[config.mk]
export PLATFORM = sky130hd
export DESIGN_NAME = rsa_feeder
export DESIGN_NICKNAME = d
export VERILOG_FILES = /design/src/rtl/rsa_pkg.sv /design/src/rtl/rsa_feeder_skew_line.sv /design/src/rtl/rsa_feeder.sv
export SDC_FILE = /design/constraint.sdc
export NUM_CORES = 1
export LEC_CHECK = 0
export BUFFER_PORTS_ARGS = -buffer_cell sky130_fd_sc_hd__buf_2
export CORE_UTILIZATION = 44
export CTS_CLUSTER_SIZE = 8
export DETAILED_ROUTE_END_ITERATION = 10
export PLACE_DENSITY = 0.68
export SYNTH_ARGS = -nofsm -noshare
export SYNTH_HDL_FRONTEND = slang
export SYNTH_HIERARCHICAL = 1
export SYNTH_SLANG_ARGS = --single-unit
[constraint.sdc]
create_clock -name clk -period 4.95 [get_ports clk]
set_input_delay 0 -clock clk [delete_from_list [all_inputs] [get_ports clk]]
set_output_delay 0 -clock clk [all_outputs]
set_load 0.02 [all_outputs]
[src/rtl/rsa_pkg.sv]
// Shared types for the systolic-array feeder: adder-mode codes and FSM states.
package rsa_pkg;

    typedef logic [1:0] add_mode_t;

    localparam add_mode_t ADD_NONE = 2'b00;
    localparam add_mode_t ADD_M    = 2'b01;
    localparam add_mode_t SUB_M    = 2'b10;

    typedef enum logic [1:0] {
        IDLE  = 2'd0,
        FEED  = 2'd1,
        DRAIN = 2'd2,
        OUT   = 2'd3
    } state_e;

endpackage

[src/rtl/rsa_feeder_skew_line.sv]
// DEPTH-stage delay line with synchronous clear; DEPTH=0 degenerates to a wire.
module skew_line #(
    parameter int DEPTH = 1,
    parameter int W     = 8
) (
    input  logic         clk,
    input  logic         sys_rst,
    input  logic [W-1:0] din,
    output logic [W-1:0] dout
);

    generate
        if (DEPTH == 0) begin : g_wire
            logic unused_ok;
            assign unused_ok = ^{clk, sys_rst};
            assign dout = din;
        end else begin : g_regs
            logic [W-1:0] stage_q [DEPTH];
            logic [W-1:0] stage_d [DEPTH];

            always_comb begin
                stage_d[0] = din;
                for (int s = 1; s < DEPTH; s++) begin
                    stage_d[s] = stage_q[s-1];
                end
            end

            always_ff @(posedge clk) begin
                for (int s = 0; s < DEPTH; s++) begin
                    if (sys_rst) begin
                        stage_q[s] <= '0;
                    end else begin
                        stage_q[s] <= stage_d[s];
                    end
                end
            end

            assign dout = stage_q[DEPTH-1];
        end
    endgenerate

endmodule

[src/rtl/rsa_feeder.sv]
// Drive-side sequencer for the X-by-Y PE array: skews operands onto the array
// edges, waits for the pipeline to drain, then strobes the per-row M merge.
module rsa_feeder
    import rsa_pkg::*;
#(
    parameter int X      = 4,
    parameter int Y      = 4,
    parameter int RSA_DW = 32,
    parameter int CNT_W  = 8,
    parameter int PE_LAT = 2
) (
    input  logic                clk,
    input  logic                sys_rst,
    input  logic                start,
    input  logic [CNT_W-1:0]    len,
    input  logic [1:0]          mode,
    input  logic [X*RSA_DW-1:0] a_vec,
    input  logic                a_valid,
    output logic                a_ready,
    input  logic [Y*RSA_DW-1:0] b_vec,
    input  logic                b_valid,
    output logic                b_ready,
    output logic [X*RSA_DW-1:0] A_data,
    output logic [Y*RSA_DW-1:0] B_data,
    output logic [Y-1:0]        new_cal_en,
    output logic [Y-1:0]        new_cal_done,
    output logic [2*X-1:0]      M_adder_mode,
    output logic                busy,
    output logic                done
);

    localparam int DRAIN_CYC = X + Y + PE_LAT;
    localparam int PH_MAX    = (DRAIN_CYC > X) ? DRAIN_CYC : X;
    localparam int PH_W      = $clog2(PH_MAX);
    localparam int BW        = RSA_DW + 2;

    state_e           state_q, state_d;
    logic [CNT_W-1:0] remaining_q, remaining_d;
    logic [PH_W-1:0]  phase_q, phase_d;
    add_mode_t        mode_q, mode_d;
    logic             done_q, done_d;

    logic fire;
    logic last_beat;

    assign a_ready   = (state_q == FEED) && (remaining_q != '0);
    assign b_ready   = a_ready;
    assign fire      = a_ready && a_valid && b_valid;
    assign last_beat = fire && (remaining_q == CNT_W'(1));

    always_ff @(posedge clk) begin
        if (sys_rst) begin
            state_q     <= IDLE;
            remaining_q <= '0;
            phase_q     <= '0;
            mode_q      <= ADD_NONE;
            done_q      <= 1'b0;
        end else begin
            state_q     <= state_d;
            remaining_q <= remaining_d;
            phase_q     <= phase_d;
            mode_q      <= mode_d;
            done_q      <= done_d;
        end
    end

    always_comb begin
        state_d     = state_q;
        remaining_d = remaining_q;
        phase_d     = phase_q;
        mode_d      = mode_q;
        done_d      = 1'b0;
        unique case (state_q)
            IDLE: begin
                if (start) begin
                    if (len != '0) begin
                        state_d     = FEED;
                        remaining_d = len;
                        mode_d      = mode;
                    end else begin
                        done_d = 1'b1;
                    end
                end
            end
            FEED: begin
                if (fire) begin
                    remaining_d = remaining_q - CNT_W'(1);
                    if (last_beat) begin
                        state_d = DRAIN;
                        phase_d = '0;
                    end
                end
            end
            DRAIN: begin
                if (phase_q == PH_W'(DRAIN_CYC - 1)) begin
                    state_d = OUT;
                    phase_d = '0;
                end else begin
                    phase_d = phase_q + PH_W'(1);
                end
            end
            OUT: begin
                if (phase_q == PH_W'(X - 1)) begin
                    state_d = IDLE;
                    phase_d = '0;
                    done_d  = 1'b1;
                end else begin
                    phase_d = phase_q + PH_W'(1);
                end
            end
            default: state_d = IDLE;
        endcase
    end

    // One row at a time receives the latched mode while in OUT.
    always_comb begin
        M_adder_mode = '0;
        for (int r = 0; r < X; r++) begin
            if ((state_q == OUT) && (phase_q == PH_W'(r))) begin
                M_adder_mode[2*r +: 2] = mode_q;
            end
        end
    end

    assign busy = (state_q != IDLE);
    assign done = done_q;

    // Non-firing cycles inject zeros so bubbles travel down the same skew.
    logic [X*RSA_DW-1:0] a_data_d, a_data_q;
    logic [Y*RSA_DW-1:0] b_data_d, b_data_q;
    logic [Y-1:0]        cal_en_d, cal_en_q;
    logic [Y-1:0]        cal_done_d, cal_done_q;

    genvar gi;
    generate
        for (gi = 0; gi < X; gi++) begin : g_a_lane
            logic [RSA_DW-1:0] a_in;
            logic [RSA_DW-1:0] a_skew;
            assign a_in = fire ? a_vec[gi*RSA_DW +: RSA_DW] : '0;
            skew_line #(.DEPTH(gi), .W(RSA_DW)) u_skew (
                .clk     (clk),
                .sys_rst (sys_rst),
                .din     (a_in),
                .dout    (a_skew)
            );
            assign a_data_d[gi*RSA_DW +: RSA_DW] = a_skew;
        end

        for (gi = 0; gi < Y; gi++) begin : g_b_lane
            logic [BW-1:0] b_in;
            logic [BW-1:0] b_skew;
            assign b_in = {fire, last_beat, fire ? b_vec[gi*RSA_DW +: RSA_DW] : {RSA_DW{1'b0}}};
            skew_line #(.DEPTH(gi), .W(BW)) u_skew (
                .clk     (clk),
                .sys_rst (sys_rst),
                .din     (b_in),
                .dout    (b_skew)
            );
            assign b_data_d[gi*RSA_DW +: RSA_DW] = b_skew[RSA_DW-1:0];
            assign cal_done_d[gi]                = b_skew[RSA_DW];
            assign cal_en_d[gi]                  = b_skew[RSA_DW+1];
        end
    endgenerate

    always_ff @(posedge clk) begin
        if (sys_rst) begin
            a_data_q   <= '0;
            b_data_q   <= '0;
            cal_en_q   <= '0;
            cal_done_q <= '0;
        end else begin
            a_data_q   <= a_data_d;
            b_data_q   <= b_data_d;
            cal_en_q   <= cal_en_d;
            cal_done_q <= cal_done_d;
        end
    end

    assign A_data       = a_data_q;
    assign B_data       = b_data_q;
    assign new_cal_en   = cal_en_q;
    assign new_cal_done = cal_done_q;

endmodule

==> out/results.tsv <==
metric	value	unit
status	completed	
Data required, critical path	5.50	ns
M3 GR Usage	7.723	%
most frequent cells in the layout	677 x dfxtp_1, 601 x nor2b_1, 545 x buf_2, 301 x dlygate4sd3_1, 258 x and2_1	
I/O pin total	547	
Tot GR Track Use	19.58	%
Top Usage Layer GRT	met2	
total number of vias	14520	
synth warn	6	
DRC	0	
Worst-path clk slew	0.05	ns
critical path arrival	3.59	ns
Final Cycle Share	61.47	%
leakage	13.32	nW
post-CTS sizing	0	
Post-CTS Setup Repair Bufs	0	
syn_area_per_cell	11.27	sq um
critical path fanouts, max	118	
met2 Use GR	32.56	%
initial core utilization	44.68	%
row count	80	
Num CTS Buffers	95	
Net Count, Synth	2179	
Final Critical Period	3.043	ns
setup ws final	1.907	ns
total power	12.73	mW
Max VDD drop	0.3853	mV
critical path class	register to register	
GR Util met1	21.75	%
Vias/cell	4.388	
EDFF count, synth	0	
FF+latch count, synth	677	
skew final	0.01493	ns
RSZ-0062 raised after global routing	no	
Reg area	0.01355	sq mm
DRT iter0 DRCs	557	
clk_lat worst skew	0.61	ns
final instance area	0.02950	sq mm
Congestion Overflow GR	0	
PortBufs	546	
leading cell type in the layout, fill and taps excluded	dfxtp_1	
Place WS	2.198	ns
CP endpoint kind	register	
Final Hold Fails	0	
post-DP HPWL	28390	um
layout cells sized above 1	27.04	%
pwr dens	431.5	mW/mm^2
Synth Cell Area	0.02138	sq mm
Post-CTS Hold Buffers	301	
RePlAce Congestion	0.8294	
critical path launch point type	register	
Rel. slew slack	31.05	%
Cells after Synth	1896	
htree depth	3	
Post-synth ARST share	0	%
area occupied by multi-input gates	0.006720	sq mm
Worst Max-Slew Pin Slew	1.034	ns
routed length per instance	14.97	um
Core Area	0.04785	sq mm
largest net degree at the start of global routing	194	
First-pass DRT Iterations	5	
die area	0.04947	sq mm
synth-to-layout area growth	38.03	%
Synth Flop Type	dfxtp_1	
Nets	2961	
Sink Count	677	
initial antenna violation count	9	
hold depth	4	
FMAX	328.7	MHz
Worst R2R Path Depth	8	
cell area after placement	0.02392	sq mm
Die Wd	222.4	um
Die Ht	222.4	um
CTS max path bufs	3	
WL final	49550	um
Antenna Violating Nets Remaining	0	
root buf cell	clkbuf_16	
# setup viols final	0	
Filler cells	3705	
Hold Crit Class	input port to register	
vias in the first global route	15070	
first-pass GRT wire length	77290	um
number of max-cap violations	0	
sequential fraction of the synthesis area	63.40	%
setup TNS	0	ns
Yosys cell types	47	
CTS tree	done	
Max Slew Vio Count	0	
-- path summary, 6_finish.rpt --
kind / endpoint / from / slack, ns
setup / recovery: g_b_lane[2].u_skew/g_regs.stage_q[0][25]$_SDFF_PP0_ / state_q[1]$_SDFFE_PP0P_ / 1.91
hold / removal: g_b_lane[2].u_skew/g_regs.stage_q[0][32]$_SDFF_PP0_ / b_valid / 0.04
setup reg to reg: g_b_lane[2].u_skew/g_regs.stage_q[0][25]$_SDFF_PP0_ / state_q[1]$_SDFFE_PP0P_ / 1.91
hold reg to reg: g_b_lane[3].u_skew/g_regs.stage_q[1][32]$_SDFF_PP0_ / g_b_lane[3].u_skew/g_regs.stage_q[0][32]$_SDFF_PP0_ / 0.42
-- worst max-delay path, stage by stage (launching register included) --
cell and delay [ns]:
dfxtp_1 0.33, inv_1 0.11, ha_1 0.41, nand3_1 0.21, nor2_4 0.13, buf_4 0.71
and2_1 0.24, nor2b_1 0.14, dlygate4sd3_1 0.56
-- synth_stat cells, drive strengths merged, types with 2 or more instances --
cell | count | area, sq um
nand3b | 2 | 15.01
or3 | 4 | 25.02
and3 | 7 | 43.79
o31a | 2 | 17.52
nand2 | 14 | 52.55
nor2 | 15 | 56.30
a21oi | 11 | 55.05
buf | 109 | 839.6
dfxtp | 677 | 13550
o32ai | 6 | 60.06
nor2b | 661 | 4285
a31oi | 2 | 12.51
and2 | 258 | 1614
nor4 | 4 | 25.02
clkbuf | 61 | 229.0
inv | 11 | 41.29
nor3 | 4 | 20.02
ha | 12 | 150.1
nand3 | 7 | 35.03
mux2i | 4 | 40.04
and2b | 4 | 35.03
a21boi | 3 | 22.52
-- logic make-up after synthesis --
family,count (synthesis),share of synthesized area [%]
AND/OR/NAND/NOR,987,29.30
buffers and inverters,181,5.192
flip-flops,677,63.40
multiplexers,4,0.1873
AO/OA/AOI/OAI,35,1.218
adder cells (fa/ha/maj),12,0.7024
-- flip-flops by register name, indices dropped and copies added, names as in the netlist, 4 cells and up --
signal,count
A_data,128
B_data,128
g_a_lane.u_skew/g_regs.stage_q,192
g_b_lane.u_skew/g_regs.stage_q,204
new_cal_done,4
new_cal_en,4
phase_q,4
remaining_q,8
-- layout make-up --
type                    count  share of cell area (%)
multi-input cells        1038                   22.78
well taps                 615                   2.608
repair buffers            855                   19.84
clock buffers             101                   8.380
flip-flops and latches    677                   45.94
diodes                     10                 0.08481
inverters                  11                  0.1399
clock inverters             3                  0.2375
-- stage by stage --
| step | util [%] | hold WS [ns] | instances |
|---|---|---|---|
| final | 61.67 | 0.03510 | 3310 |
| after detailed placement | 50.00 | 0.2520 | 2895 |
| after floorplan | - | 0.07161 | 1896 |
| after global routing | 61.66 | 0.06234 | 3309 |
| after CTS | 61.61 | 0.01959 | 3300 |
| after global placement | 50.00 | 0.2399 | 2895 |
-- report_power, final --
part           leakage (nW)  switching [mW]  internal (mW)
logic                  6.61           0.691          0.656
clock network          1.25            2.14           3.52
registers              5.46          0.0774           5.65
total                  13.3            2.91           9.82
-- metal layers --
metal  vias to the layer above  share of wire [%]
met5                         -                  0
met4                         0                4.1
met3                       138                8.1
met2                       478                 47
met1                      6683                 40
li1                       7224                  -
Note: power is estimated with default switching activity, not from simulation.
